`src/rtl/uart_pkg.sv`:
```
// Shared UART definitions: byte width, arbiter state encoding and small helpers.
package uart_pkg;

    localparam int DATA_W = 8;

    // Arbiter state encoding, kept numeric so other UART blocks can decode it.
    localparam logic [2:0] IDLE  = 3'd0;
    localparam logic [2:0] ISSUE = 3'd1;
    localparam logic [2:0] START = 3'd2;
    localparam logic [2:0] WAIT  = 3'd3;
    localparam logic [2:0] NEXT  = 3'd4;

    typedef enum logic [2:0] {
        ST_IDLE  = IDLE,
        ST_ISSUE = ISSUE,
        ST_START = START,
        ST_WAIT  = WAIT,
        ST_NEXT  = NEXT
    } arb_state_e;

    // Width of an index into n requesters, never narrower than one bit.
    function automatic int idx_width(input int n);
        return (n > 1) ? $clog2(n) : 1;
    endfunction

endpackage

```
`src/rtl/uart_tx_arbiter_if.sv`:
```
// Requester-side byte streams plus the shared transmitter handshake.
interface uart_tx_arbiter_if #(
    parameter int NUM_REQ = 2
);
    logic [NUM_REQ-1:0]                  req_valid;
    logic [uart_pkg::DATA_W*NUM_REQ-1:0] req_data;
    logic [NUM_REQ-1:0]                  req_last;
    logic [NUM_REQ-1:0]                  req_ready;
    logic                                tx_start;
    logic [uart_pkg::DATA_W-1:0]         tx_data;
    logic                                tx_busy;
    logic                                tx_clear_req;

    // Environment side: requesters and the transmitter.
    modport master (
        output req_valid, req_data, req_last, tx_busy, tx_clear_req,
        input  req_ready, tx_start, tx_data
    );

    // Arbiter side.
    modport slave (
        input  req_valid, req_data, req_last, tx_busy, tx_clear_req,
        output req_ready, tx_start, tx_data
    );
endinterface

```
`src/rtl/uart_tx_arbiter_rr_pick.sv`:
```
// Combinational round-robin priority encoder: first set bit at or above i_ptr, wrapping.
module uart_tx_arbiter_rr_pick
    import uart_pkg::*;
#(
    parameter  int N  = 2,
    localparam int IW = idx_width(N)
) (
    input  logic [N-1:0]  i_req,
    input  logic [IW-1:0] i_ptr,
    output logic [IW-1:0] o_idx,
    output logic          o_found
);

    logic [2*N-1:0] w_dbl;
    logic [N-1:0]   w_rot;
    logic [IW-1:0]  w_off;
    logic [IW:0]    w_sum;

    // Rotate the request vector so the pointer position lands at bit 0.
    assign w_dbl = {i_req, i_req};
    assign w_rot = N'(w_dbl >> i_ptr);

    // Lowest set bit of the rotated vector is the distance from the pointer.
    // NOTE: every output of a combinational block gets a default first, so no path leaves it holding a value (no latch).
    always_comb begin
        w_off   = '0;
        o_found = 1'b0;
        for (int k = N - 1; k >= 0; k--) begin
            if (w_rot[k]) begin
                w_off   = IW'(k);
                o_found = 1'b1;
            end
        end
    end

    // Undo the rotation: pointer + distance, modulo N.
    assign w_sum = {1'b0, i_ptr} + {1'b0, w_off};
    assign o_idx = (w_sum >= (IW + 1)'(N)) ? IW'(w_sum - (IW + 1)'(N)) : w_sum[IW-1:0];

endmodule

```
`src/rtl/uart_tx_arbiter.sv`:
```
// Round-robin, message-locking arbiter sharing one UART transmitter between NUM_REQ byte streams.
module uart_tx_arbiter
    import uart_pkg::*;
#(
    parameter  int NUM_REQ   = 2,
    parameter  int MAX_BURST = 16,
    localparam int IDX_W     = idx_width(NUM_REQ)
) (
    input  logic               wb_clk_i,
    input  logic               wb_rst_i,
    uart_tx_arbiter_if.slave   bus,
    output logic [IDX_W-1:0]   grant_id,
    output logic               arb_busy
);

    arb_state_e          r_state;
    arb_state_e          w_next_state;
    logic [IDX_W-1:0]    r_rr_ptr;
    logic [IDX_W-1:0]    r_grant_id;
    logic [DATA_W-1:0]   r_tx_data;
    logic [7:0]          r_burst_cnt;
    logic                r_last_flag;

    logic [IDX_W-1:0]    w_pick_idx;
    logic                w_pick_found;
    logic                w_owner_valid;
    logic                w_owner_last;
    logic [DATA_W-1:0]   w_owner_data;
    logic                w_transfer;
    logic                w_keep_lock;
    logic [IDX_W-1:0]    w_ptr_next;
    logic [NUM_REQ-1:0]  w_req_ready;

    uart_tx_arbiter_rr_pick #(
        .N (NUM_REQ)
    ) u_rr_pick (
        .i_req   (bus.req_valid),
        .i_ptr   (r_rr_ptr),
        .o_idx   (w_pick_idx),
        .o_found (w_pick_found)
    );

    // Owner's byte stream and the lock decision.
    assign w_owner_valid = bus.req_valid[r_grant_id];
    assign w_owner_last  = bus.req_last[r_grant_id];
    assign w_owner_data  = DATA_W'(bus.req_data >> (DATA_W * int'(r_grant_id)));
    assign w_transfer    = (r_state == ST_ISSUE) && w_owner_valid && !bus.tx_busy;
    assign w_keep_lock   = !r_last_flag && (r_burst_cnt < 8'(MAX_BURST)) && w_owner_valid;
    assign w_ptr_next    = (r_grant_id == IDX_W'(NUM_REQ - 1)) ? '0 : r_grant_id + 1'b1;

    // State register.
    // NOTE: sequential state uses non-blocking assignments so every register samples pre-edge values.
    always_ff @(posedge wb_clk_i or posedge wb_rst_i) begin
        if (wb_rst_i) r_state <= ST_IDLE;
        else          r_state <= w_next_state;
    end

    // Next-state logic; tx_clear_req only matters while waiting on a started byte.
    always_comb begin
        w_next_state = r_state;
        unique case (r_state)
            ST_IDLE:  if (w_pick_found) w_next_state = ST_ISSUE;
            ST_ISSUE: begin
                if (w_transfer)          w_next_state = ST_START;
                else if (!w_owner_valid) w_next_state = ST_NEXT;
            end
            ST_START: w_next_state = ST_WAIT;
            ST_WAIT:  if (bus.tx_clear_req) w_next_state = ST_NEXT;
            ST_NEXT:  w_next_state = w_keep_lock ? ST_ISSUE : ST_IDLE;
            default:  w_next_state = ST_IDLE;
        endcase
    end

    // One-hot accept pulse, only to the owner and only while the transmitter is free.
    always_comb begin
        w_req_ready = '0;
        if (w_transfer) w_req_ready[r_grant_id] = 1'b1;
    end

    // Grant, burst counter, byte/last latch and round-robin pointer.
    // NOTE: tx_data is a data register but still reset, because its value is visible on the port.
    always_ff @(posedge wb_clk_i or posedge wb_rst_i) begin
        if (wb_rst_i) begin
            r_rr_ptr    <= '0;
            r_grant_id  <= '0;
            r_tx_data   <= '0;
            r_burst_cnt <= '0;
            r_last_flag <= 1'b0;
        end else begin
            if (r_state == ST_IDLE && w_pick_found) begin
                r_grant_id  <= w_pick_idx;
                r_burst_cnt <= '0;
            end
            if (w_transfer) begin
                r_tx_data   <= w_owner_data;
                r_last_flag <= w_owner_last;
                r_burst_cnt <= r_burst_cnt + 8'd1;
            end else if (r_state == ST_ISSUE && !w_owner_valid) begin
                // Owner withdrew before handing over a byte: release the lock.
                r_last_flag <= 1'b1;
            end
            if (r_state == ST_NEXT && !w_keep_lock) r_rr_ptr <= w_ptr_next;
        end
    end

    assign bus.req_ready = w_req_ready;
    assign bus.tx_start  = (r_state == ST_START);
    assign bus.tx_data   = r_tx_data;
    assign grant_id      = r_grant_id;
    assign arb_busy      = (r_state != ST_IDLE);

endmodule

```
`src/flat_wrapper.sv`:
```
// flat-port wrapper written by rule: the top's interface ports become plain ports
module uart_tx_arbiter_flat import uart_pkg::*;
#(
    parameter  int NUM_REQ   = 2,
    parameter  int MAX_BURST = 16,
    localparam int IDX_W     = idx_width(NUM_REQ)
)
  (wb_clk_i, wb_rst_i, grant_id, arb_busy, bus_req_valid, bus_req_data, bus_req_last, bus_tx_busy, bus_tx_clear_req, bus_req_ready, bus_tx_start, bus_tx_data);
  uart_tx_arbiter_if #(.NUM_REQ(NUM_REQ)) bus_i ();
  input  logic wb_clk_i;
  input  logic wb_rst_i;
  output logic [IDX_W-1:0] grant_id;
  output logic arb_busy;
  input wire logic [$bits(bus_i.req_valid)-1:0] bus_req_valid;
  input wire logic [$bits(bus_i.req_data)-1:0] bus_req_data;
  input wire logic [$bits(bus_i.req_last)-1:0] bus_req_last;
  input wire logic [$bits(bus_i.tx_busy)-1:0] bus_tx_busy;
  input wire logic [$bits(bus_i.tx_clear_req)-1:0] bus_tx_clear_req;
  output wire logic [$bits(bus_i.req_ready)-1:0] bus_req_ready;
  output wire logic [$bits(bus_i.tx_start)-1:0] bus_tx_start;
  output wire logic [$bits(bus_i.tx_data)-1:0] bus_tx_data;
  assign bus_i.req_valid = bus_req_valid;
  assign bus_i.req_data = bus_req_data;
  assign bus_i.req_last = bus_req_last;
  assign bus_i.tx_busy = bus_tx_busy;
  assign bus_i.tx_clear_req = bus_tx_clear_req;
  assign bus_req_ready = bus_i.req_ready;
  assign bus_tx_start = bus_i.tx_start;
  assign bus_tx_data = bus_i.tx_data;
  uart_tx_arbiter #(.NUM_REQ(NUM_REQ), .MAX_BURST(MAX_BURST)) u_core (.wb_clk_i(wb_clk_i), .wb_rst_i(wb_rst_i), .bus(bus_i), .grant_id(grant_id), .arb_busy(arb_busy));
endmodule
```
`config.mk`:
```
export PLATFORM = sky130hd
export DESIGN_NAME = uart_tx_arbiter_flat
export DESIGN_NICKNAME = d
export VERILOG_FILES = /design/src/rtl/uart_pkg.sv /design/src/rtl/uart_tx_arbiter_if.sv /design/src/rtl/uart_tx_arbiter_rr_pick.sv /design/src/rtl/uart_tx_arbiter.sv /design/src/flat_wrapper.sv
export SDC_FILE = /design/constraint.sdc
export NUM_CORES = 1
export LEC_CHECK = 0
export CELL_PAD_IN_SITES_DETAIL_PLACEMENT = 1
export CELL_PAD_IN_SITES_GLOBAL_PLACEMENT = 1
export CORE_MARGIN = 4
export CORE_UTILIZATION = 34
export CTS_CLUSTER_SIZE = 10
export DETAILED_ROUTE_END_ITERATION = 12
export PLACE_DENSITY = 0.82
export SLEW_MARGIN = 20
export SYNTH_ARGS = -nofsm -noshare
export SYNTH_HDL_FRONTEND = slang
export SYNTH_SLANG_ARGS = --single-unit
```
`constraint.sdc`:
```
create_clock -name wb_clk_i -period 1.95 [get_ports wb_clk_i]
set_input_delay 0.2925 -clock wb_clk_i [delete_from_list [all_inputs] [get_ports wb_clk_i]]
set_output_delay 0.2925 -clock wb_clk_i [all_outputs]
set_load 0.005 [all_outputs]
```
==> summary.txt <==
status = finished, violations left
violated checks = negative setup slack
Post-DP HPWL = 2650 um
fraction of synthesized area in multiplexers = 14.2%
Synth area leaders = dfrtp_1 (45%), mux2i_1 (12%), o21ai_0 (9.1%), inv_1 (2.5%), clkbuf_1 (2.2%)
final setup margin = -0.0267 ns
pwr dens = 1150 mW/mm^2
Cell variety after synth = 30
CTS Hold Bufs = 0
RSZ-0062 raised after global routing = yes
share of cells above drive strength 1 = 22.7%
Max VDD drop = 0.548 mV
clk_lat worst skew = 0.32 ns
Post-synth EDFFs = 0
WL final = 3750 um
worst slew pin tran = 0.474 ns
drt first pass iters = 4
clk buf depth = 2
Die Height = 67.8 um
register area share after synthesis = 45.3%
row count = 21
antenna cell count = 0
core box area = 0.00339 mm^2
post-synthesis async set-or-reset flop share = 100%
Final Hold Fails = 0
root buf cell = clkbuf_4
Setup crit end kind = output pin
kind of critical path = reg -> out
pin count of the biggest net entering global routing = 23
Post-Synth Simple-Gate Area = 15.9%
I/O pin cnt = 37
R2R Path End = u_core.r_burst_cnt[3]$_DFFE_PP0P_
Finish-stage setup viols = 2
Worst Path Required = 1.66 ns
minimum clock period = 1.98 ns
Final GP Congestion = 0.751
first-pass GRT wire length = 6240 um
Die X-Extent = 67.8 um
CTS HTree Levels = 1
ANT nets after route = 0
reg2reg setup slack = -0.01 ns
Clock Sinks = 22
vias per cell = 5.50
Critical Path AT = 1.68 ns
Most used DFF post-synth = dfrtp_1
Avg Cell Area, Syn = 9.80 um^2
Leak = 0.000776 uW
starting density of the core = 35.8%
syn nets = 149
FF-to-FF path depth = 5
FF-to-FF Start = u_core.r_state[1]$_DFFE_PP0P_
list of most frequent post-synthesis cells = dfrtp_1 (22), o21ai_0 (22), mux2i_1 (15), inv_1 (8), clkbuf_1 (7)
Final Util = 53.7%
number of global-route vias before repair = 1294
clock-pin slew on the worst setup and hold paths = 0.14 ns
CTS buffer count = 3
cells after synthesis = 124
CP startpoint kind = flop
1st-iter DRT viols = 72
CP Max Fanout = 2
largest family of logic cells by synthesized area = compound AO/OA/AOI/OAI gates
Final nets = 199
top cell type's share of synthesized area = 45.3%
initial antenna violation count = 0
DR vias = 1200
Ys Warns = 0
CTS tree = built
Slew headroom = 68.3%
Synth area leader = dfrtp_1
Worst Hold Class = in -> async
Synth Area in Compound Gates = 17.6%
XOR/XNOR Fraction of Synth Area = 0%
# port buffers = 36
total grt overflow = 0
adder-cell area share of the yosys netlist = 1.03%
clock skew = 0.0114 ns
final slew viol count = 0
setup slack after placement = -0.376 ns
DRC errors left = 0
Wirelength per Cell = 17.2 um
f_max = 506 MHz
total die area = 0.00459 mm^2
Total GRT Usage = 17.8%
synthesis-stage register bit count = 22
post-synthesis instance area = 0.00121 mm^2
area grow syn2layout = 49.9%
post-route total power = 2090 uW
Max-Cap Viols = 0
period utilization = 101%
## layout make-up
cell class                      instances  area, um^2
Clock buffer                            3        22.5
Fill cell                             381        1570
Inverter                                8        30.0
Multi-Input combinational cell         85         658
Sequential cell                        22         552
Tap cell                               46        57.6
Timing Repair Buffer                   54         502
## critical path, cell delays in order, from the launching register on
cell,delay (ns)
dfrtp_1,0.40
or4b_4,0.58
buf_6,0.15
nor3_2,0.11
buf_2,0.14
## registers in the layout, indices dropped and copies added (netlist names)
name                cells
u_core.r_rr_ptr         1
u_core.r_burst_cnt      8
u_core.r_state          3
u_core.bus.tx_data      8
u_core.grant_id         1
u_core.r_last_flag      1
## kinds of logic (layout without fill, tap and decap cells)
| family | Yosys count | after routing |
|---|---|---|
| buffers and inverters | 17 | 65 |
| DFF | 22 | 22 |
| muxes | 17 | 17 |
| AOI/OAI and AO/OA | 35 | 35 |
| and+or+nand+nor | 32 | 32 |
| adders and majority gates | 1 | 1 |
## stage by stage
stage / hold slack (ns) / area, um^2 / TNS, ns / instances
final: 0.294 / 1820 / -0.0354 / 218
after global routing: 0.326 / 1820 / -0.193 / 218
after CTS: 0.323 / 1770 / -0.0189 / 218
after detailed placement: 0.474 / 1710 / -4.88 / 213
after global placement: 0.475 / 1710 / -4.37 / 213
after floorplan: 0.282 / 1210 / 0 / 124
## how the worst max path moves through the flow
stage	startpoint	end	slack (ns)	depth (start not counted)
after floorplan	u_core.r_state[2]$_DFFE_PP0P_	u_core.r_burst_cnt[4]$_DFFE_PP0P_	0.27	4
after global placement	bus_tx_busy	bus_req_ready[0]	-0.35	4
after detailed placement	bus_tx_busy	bus_req_ready[0]	-0.38	4
after CTS	u_core.r_state[2]$_DFFE_PP0P_	bus_req_ready[0]	-0.02	4
after global routing	u_core.r_state[1]$_DFFE_PP0P_	bus_req_ready[0]	-0.08	4
final	u_core.r_state[1]$_DFFE_PP0P_	bus_req_ready[0]	-0.03	4
## per-layer routing
layer	vias to the layer above	GRT usage [%]	share of wire [%]
li1	555	-	-
met4	0	3.72	0.61
met2	45	31.0	51
met3	6	2.66	5.1
met5	-	0	0
met1	594	23.3	43
## placed cells by master, fill, tap and decap left out, drive strengths merged
cell type / Yosys / layout
or4b: 2 / 2
mux2: 2 / 2
o21ai: 22 / 22
inv: 8 / 8
nand4: 1 / 1
or4: 3 / 3
a22o: 1 / 1
o211ai: 2 / 2
mux2i: 15 / 15
o221ai: 3 / 3
a2111oi: 1 / 1
o31ai: 1 / 1
a22oi: 1 / 1
nor4: 2 / 2
nor2: 4 / 4
nand3: 3 / 3
dfrtp: 22 / 22
o22a: 1 / 1
buf: 2 / 20
dlymetal6s2s: 0 / 1
or3: 1 / 1
nor4b: 1 / 1
nand2: 5 / 5
nor3b: 3 / 3
clkbuf: 7 / 3
o22ai: 2 / 2
nand2b: 3 / 3
o311ai: 1 / 1
ha: 1 / 1
nor3: 4 / 4
dlygate4sd2: 0 / 1
clkdlybuf4s50: 0 / 32
## power by group
group | internal, uW | switching [uW]
combinational | 607 | 526
clock | 72.3 | 149
sequential | 607 | 125
total | 1290 | 800
## repair_timing
| item | in CTS | in global routing |
|---|---|---|
| endpoints found under the hold margin | 0 | 0 |
| cloned | 0 | 0 |
| setup buffers | 2 | 0 |
| resized for setup | 18 | 11 |
| setup endpoints to repair | 4 | 10 |
| pin swaps | 1 | 1 |
Power figures use the tool's default switching activity.
